===== config.mk =====
export PLATFORM = sky130hd
export DESIGN_NAME = uart_rx_flat
export DESIGN_NICKNAME = d
export VERILOG_FILES = /design/src/rtl/uart_pkg.sv /design/src/rtl/uart_rx_if.sv /design/src/rtl/uart_rx_sync.sv /design/src/rtl/uart_rx.sv /design/src/flat_wrapper.sv
export SDC_FILE = /design/constraint.sdc
export NUM_CORES = 1
export LEC_CHECK = 0
export CAP_MARGIN = 40
export CORE_MARGIN = 3
export CORE_UTILIZATION = 30
export CTS_BUF_LIST = sky130_fd_sc_hd__clkbuf_16
export DETAILED_ROUTE_END_ITERATION = 12
export PLACE_DENSITY = 0.56
export SYNTH_ARGS = -nofsm -noshare
export SYNTH_HDL_FRONTEND = slang
export SYNTH_SLANG_ARGS = --single-unit

===== constraint.sdc =====
create_clock -name clk -period 3.4 [get_ports clk]
set_input_delay 0.51 -clock clk [delete_from_list [all_inputs] [get_ports clk]]
set_output_delay 0.51 -clock clk [all_outputs]
set_load 0.02 [all_outputs]

===== src/rtl/uart_pkg.sv =====
// uart_pkg: shared definitions for the UART receive path.
//   - rx_state_t     : receiver FSM states (IDLE, START, DATA, STOP)
//   - OVERSAMPLE_DEF : default sample_tick strobes per bit
//   - DATA_BITS_DEF  : default data bits per frame
//   - START_BIT / STOP_BIT : line levels of the frame delimiters
package uart_pkg;

    typedef enum logic [1:0] {
        IDLE  = 2'd0,
        START = 2'd1,
        DATA  = 2'd2,
        STOP  = 2'd3
    } rx_state_t;

    localparam int OVERSAMPLE_DEF = 16;
    localparam int DATA_BITS_DEF  = 8;

    localparam logic START_BIT = 1'b0;
    localparam logic STOP_BIT  = 1'b1;

endpackage


===== src/rtl/uart_rx_if.sv =====
// uart_rx_if: serial-in / byte-out bundle of the UART receiver.
//   sample_tick : oversampling strobe (OVERSAMPLE x baud), driven by master
//   rx          : asynchronous serial line, idle high, driven by master
//   data_out    : last correctly framed byte, driven by slave
//   valid       : one-cycle pulse when data_out updates, driven by slave
//   frame_err   : one-cycle pulse on a low stop bit, driven by slave
//   busy        : frame in progress, driven by slave
// Modports: master = line/tick source and byte consumer, slave = receiver.
interface uart_rx_if
    import uart_pkg::*;
#(
    parameter int DATA_BITS = DATA_BITS_DEF
);
    logic                 sample_tick;
    logic                 rx;
    logic [DATA_BITS-1:0] data_out;
    logic                 valid;
    logic                 frame_err;
    logic                 busy;

    modport master (
        output sample_tick, rx,
        input  data_out, valid, frame_err, busy
    );

    modport slave (
        input  sample_tick, rx,
        output data_out, valid, frame_err, busy
    );
endinterface


===== src/rtl/uart_rx_sync.sv =====
// uart_rx_sync: two-flop synchronizer for an asynchronous, idle-high input.
// Both flops preset to 1 on reset so a released reset never looks like a
// falling edge on the line.
//   clk : destination clock
//   rst : asynchronous active-high reset (presets the output to 1)
//   d   : asynchronous input
//   q   : synchronized output, two clk of latency
module uart_rx_sync (
    input  logic clk,
    input  logic rst,
    input  logic d,
    output logic q
);
    logic meta;

    always_ff @(posedge clk or posedge rst) begin
        if (rst) begin
            meta <= 1'b1;
            q    <= 1'b1;
        end else begin
            meta <= d;
            q    <= meta;
        end
    end
endmodule


===== src/rtl/uart_rx.sv =====
// uart_rx: oversampling UART receiver, 1 start / DATA_BITS data (LSB first) /
// 1 stop, no parity, idle-high line.
//   clk : system clock, all logic on posedge
//   rst : asynchronous active-high reset
//   bus : uart_rx_if.slave (sample_tick, rx in; data_out, valid, frame_err,
//         busy out, all outputs registered)
// Optional build macro UART_RX_MAJORITY_EN: every bit decision takes the
// 2-of-3 majority of the synchronized line over the decision tick and the two
// ticks before it; otherwise only the decision tick's sample is used.
module uart_rx
    import uart_pkg::*;
#(
    parameter int OVERSAMPLE = OVERSAMPLE_DEF,
    parameter int DATA_BITS  = DATA_BITS_DEF
) (
    input  logic      clk,
    input  logic      rst,
    uart_rx_if.slave  bus
);
    localparam int CNT_W = $clog2(OVERSAMPLE);
    localparam int IDX_W = (DATA_BITS > 1) ? $clog2(DATA_BITS) : 1;

    localparam logic [CNT_W-1:0] HALF_DEC = CNT_W'(OVERSAMPLE / 2 - 1);
    localparam logic [CNT_W-1:0] FULL_DEC = CNT_W'(OVERSAMPLE - 1);
    localparam logic [IDX_W-1:0] LAST_IDX = IDX_W'(DATA_BITS - 1);

    rx_state_t            state;
    logic [CNT_W-1:0]     cnt;
    logic [IDX_W-1:0]     bit_idx;
    logic [DATA_BITS-1:0] shift;
    logic [DATA_BITS-1:0] data_r;
    logic                 valid_r;
    logic                 err_r;
    logic                 busy_r;
    logic                 armed;
    logic                 rx_s;
    logic                 bit_val;

    uart_rx_sync u_sync (
        .clk (clk),
        .rst (rst),
        .d   (bus.rx),
        .q   (rx_s)
    );

`ifdef UART_RX_MAJORITY_EN
    function automatic logic maj3(input logic a, input logic b, input logic c);
        return (a & b) | (a & c) | (b & c);
    endfunction

    // Line samples from the two ticks preceding the current one. Ticks outside
    // a frame shift in too, so the history is always consecutive ticks.
    logic [1:0] hist;

    always_ff @(posedge clk or posedge rst) begin
        if (rst) begin
            hist <= 2'b11;
        end else if (bus.sample_tick) begin
            hist <= {hist[0], rx_s};
        end
    end

    assign bit_val = maj3(hist[1], hist[0], rx_s);
`else
    assign bit_val = rx_s;
`endif

    always_ff @(posedge clk or posedge rst) begin
        if (rst) begin
            state   <= IDLE;
            cnt     <= '0;
            bit_idx <= '0;
            shift   <= '0;
            data_r  <= '0;
            valid_r <= 1'b0;
            err_r   <= 1'b0;
            busy_r  <= 1'b0;
            armed   <= 1'b1;
        end else begin
            valid_r <= 1'b0;
            err_r   <= 1'b0;
            if (bus.sample_tick) begin
                // Any high sample re-arms; a framing error below overrides it.
                if (rx_s) armed <= 1'b1;
                case (state)
                    IDLE: begin
                        if (!rx_s && armed) begin
                            state  <= START;
                            cnt    <= '0;
                            busy_r <= 1'b1;
                        end
                    end
                    START: begin
                        if (cnt == HALF_DEC) begin
                            cnt <= '0;
                            if (bit_val == START_BIT) begin
                                state   <= DATA;
                                bit_idx <= '0;
                            end else begin
                                state  <= IDLE;
                                busy_r <= 1'b0;
                            end
                        end else begin
                            cnt <= cnt + 1'b1;
                        end
                    end
                    DATA: begin
                        if (cnt == FULL_DEC) begin
                            cnt   <= '0;
                            shift <= {bit_val, shift[DATA_BITS-1:1]};
                            if (bit_idx == LAST_IDX) begin
                                state   <= STOP;
                                bit_idx <= '0;
                            end else begin
                                bit_idx <= bit_idx + 1'b1;
                            end
                        end else begin
                            cnt <= cnt + 1'b1;
                        end
                    end
                    STOP: begin
                        if (cnt == FULL_DEC) begin
                            cnt    <= '0;
                            state  <= IDLE;
                            busy_r <= 1'b0;
                            if (bit_val == STOP_BIT) begin
                                data_r  <= shift;
                                valid_r <= 1'b1;
                            end else begin
                                err_r <= 1'b1;
                                armed <= 1'b0;
                            end
                        end else begin
                            cnt <= cnt + 1'b1;
                        end
                    end
                    default: begin
                        state  <= IDLE;
                        cnt    <= '0;
                        busy_r <= 1'b0;
                    end
                endcase
            end
        end
    end

    assign bus.data_out  = data_r;
    assign bus.valid     = valid_r;
    assign bus.frame_err = err_r;
    assign bus.busy      = busy_r;
endmodule

===== src/flat_wrapper.sv =====
// flat-port wrapper written by rule: the top's interface ports become plain ports
module uart_rx_flat import uart_pkg::*;
#(
    parameter int OVERSAMPLE = OVERSAMPLE_DEF,
    parameter int DATA_BITS  = DATA_BITS_DEF
)
  (clk, rst, bus_sample_tick, bus_rx, bus_data_out, bus_valid, bus_frame_err, bus_busy);
  uart_rx_if #(.DATA_BITS(DATA_BITS)) bus_i ();
  input  logic clk;
  input  logic rst;
  input wire logic [$bits(bus_i.sample_tick)-1:0] bus_sample_tick;
  input wire logic [$bits(bus_i.rx)-1:0] bus_rx;
  output wire logic [$bits(bus_i.data_out)-1:0] bus_data_out;
  output wire logic [$bits(bus_i.valid)-1:0] bus_valid;
  output wire logic [$bits(bus_i.frame_err)-1:0] bus_frame_err;
  output wire logic [$bits(bus_i.busy)-1:0] bus_busy;
  assign bus_i.sample_tick = bus_sample_tick;
  assign bus_i.rx = bus_rx;
  assign bus_data_out = bus_i.data_out;
  assign bus_valid = bus_i.valid;
  assign bus_frame_err = bus_i.frame_err;
  assign bus_busy = bus_i.busy;
  uart_rx #(.OVERSAMPLE(OVERSAMPLE), .DATA_BITS(DATA_BITS)) u_core (.clk(clk), .rst(rst), .bus(bus_i));
endmodule

==> metrics.yaml <==
post_cts_buffers: 0
gr-total-overflow: 0
clkSinkCount: 31
io_pins: 15
drt_iter0_drc: 61
ctsHoldBuffers: 0
yosysTopAreaCellShare_pct: 49.2
antenna_found_initial: 0
fp.dieArea_um2: 5610
synth_area_leader_cell: "dfrtp_1"
worst_pin_slew_ps: 468
whs_ps: 354
finalSetupViolCount: 0
hp-start: "u_core.u_sync.meta"
r2r_cells: 4
grt_max_degree: 32
startpoint: "bus_sample_tick"
max_cap_viol_count: 0
core-area_um2: 4470
drive_gt1_share_pct: 24.0
ys_warn_count: 0
cts_tree: "built"
wl_per_cell_um: 14.1
fillCellCount: 416
grtUsageTotal_pct: 10.5
crit_required_ps: 3560
fin_ws_ps: 1260
grt_pass1_wl_mm: 4.37
die_h_um: 74.9
hold_violations: 0
relSlewSlack_pct: 68.5
area_delta_synth_final_pct: 23.7
slew_viol_final: 0
finalSetupTns_ps: 0
postSynthAreaPerCell_um2: 12.6
holdPathStages: 0
end_kind: "register"
pre_cts_slack_ps: 965
antenna_left: 0
start_kind: "input port"
r2r-end: "u_core.bus.data_out[4]"
vias_per_cell: 5.18
hold_path_class: "register to register"
min_to: "u_core.u_sync.q"
root_buffer: "clkbuf_16"
stdcell_count: 181
fin_nets: 136
cts_resized: 0
grt_pass1_vias: 920
cts_buffer_depth: 2
leakagePower_nw: 0.767
drc: 0
port_buffers: 14
rr_startpoint: "u_core.cnt[0]"
synthDistinctLibCells: 35
synth_area_um2: 1420
syn_nets: 120
path_max_fanout: 13
cts_buffers: 5
clkSlewWorstSetupHoldPaths_ps: 50
status: "finished, final reports clean"
die_x_um: 74.9
arrival_ps: 2290
clock_skew_ps: 1.99
synth_cells: 113
initial_core_util_pct: 31.8
peakVddDrop_v: 0.000220
n_antenna_cell: 0
clk_latency_ps: 270
yosysSeqAreaShare_pct: 54.7
power.density_nw_per_um2: 739
synth_seq_cells: 31
critPathKind: "input port to register"
num_rows: 24
fin_crit_ps: 2140
synth_area_leaders: "dfrtp_1 (49%), mux2_2 (13%), dfstp_2 (5.5%)"
htreeDepth: 2
fmax_mhz: 468
rsz0062_at_grt: "false"
routed_wl_mm: 2.55
place_hpwl_mm: 1.75
fin_crit_sh_pct: 62.8
regToRegSetupSlack_ps: 1520
vias: 938
drt_first_pass_iters: 4
dp.cells: 174
place_congestion: 0.823
[through the flow]
| step | cell area [um^2] | total power, mW | utilization (%) |
|---|---|---|---|
| 4_1_cts | 1760 | 1.32 | 39.4 |
| 6_report | 1760 | 1.30 | 39.4 |
| 3_3_place_gp | 1600 | 0.814 | 35.8 |
| 2_1_floorplan | 1420 | 0.764 | - |
| 5_1_grt | 1760 | 1.39 | 39.4 |
| 3_5_place_dp | 1600 | 0.826 | 35.8 |
[per-layer routing]
layer | vias up | part of all wire, % | GRT usage (%)
met5 | - | 0 | 0
met4 | 0 | 2.7 | 6.13
met3 | 7 | 4.8 | 4.41
met2 | 17 | 47 | 15.7
met1 | 462 | 46 | 12.7
li1 | 452 | - | -
[sequential cells by signal, indices dropped and copies added, names as in the netlist, named ones only]
signal                flops
u_core.bus.frame_err      1
u_core.shift              8
u_core.armed              1
u_core.state              1
u_core.u_sync.q           1
u_core.bus.valid          1
u_core.cnt                4
u_core.bit_idx            3
u_core.bus.busy           1
u_core.u_sync.meta        1
u_core.bus.data_out       8
[placed cells by master (no fill, tap or decap), types with 4 or more instances in the layout]
cell type        Yosys  layout
nand3_1             10      10
clkbuf_16            0       5
nor2b_1              5       5
nand2_1              4       4
mux2_2              17      17
inv_1                3       4
o21ai_0              4       4
dfrtp_1             28      28
clkdlybuf4s50_1      0      14
[final cells by class]
cell class / count / area [um^2] / area share [%]
clock buffer: 5 / 125 / 7.10
clock inverter: 2 / 33.8 / 1.92
inverter: 3 / 11.3 / 0.639
multi-input combinational: 73 / 599 / 34.0
sequential: 31 / 779 / 44.2
tap: 52 / 65.1 / 3.69
timing repair buffer: 15 / 148 / 8.38
[logic make-up (layout without fill, tap and decap cells)]
group	count (synthesis)	in the layout	synth area share, %
AO/OA/AOI/OAI	17	17	8.96
XOR/XNOR	1	1	0.615
adder cells (fa/ha/maj)	3	3	2.64
buffers and inverters	9	25	3.16
flip-flops	31	31	54.7
multiplexers	18	18	14.1
AND/OR/NAND/NOR	34	34	15.7
[worst max-delay path, stage by stage]
cell and delay [ps]:
clkdlybuf4s50_1 760, nand4_4 180, nor3_4 450, mux2_2 390
[power by group]
group / total, mW / internal [mW] / switching, mW
clock: 0.483 / 0.338 / 0.146
sequential: 0.535 / 0.430 / 0.104
combinational: 0.284 / 0.145 / 0.139
total: 1.30 / 0.913 / 0.389
[synth_stat cells]
cell and n:
dfrtp_1 28, mux2_2 17, nand3_1 10, nor2b_1 5
nand2_1 4, o21ai_0 4, a22o_1 3, buf_2 3
dfstp_2 3, ha_1 3, inv_1 3, o211ai_1 3
a32o_1 2, buf_4 2, nand4_1 2, nor2_1 2
a21oi_1 1, a22oi_1 1, and2_1 1, and4_1 1
clkbuf_1 1, mux2i_1 1, nand2b_1 1, nand3b_1 1
nand4_4 1, nand4bb_1 1, nor2_2 1, nor3_4 1
nor4bb_1 1, o221ai_1 1, o22a_1 1, o41ai_1 1
or2_2 1, or4_1 1, xnor2_1 1
[worst max-delay path by stage]
stage	to	slack (ps)	cells past startpoint
final	u_core.bus.data_out[4]	1260	4
after global placement	u_core.bus.data_out[4]	1010	4
after floorplan	u_core.bus.data_out[0]	1810	5
after detailed placement	u_core.bus.data_out[4]	960	4
after global routing	u_core.bus.data_out[6]	1160	4
after CTS	u_core.bus.data_out[4]	1250	4
Note: power is estimated with default switching activity, not from simulation.
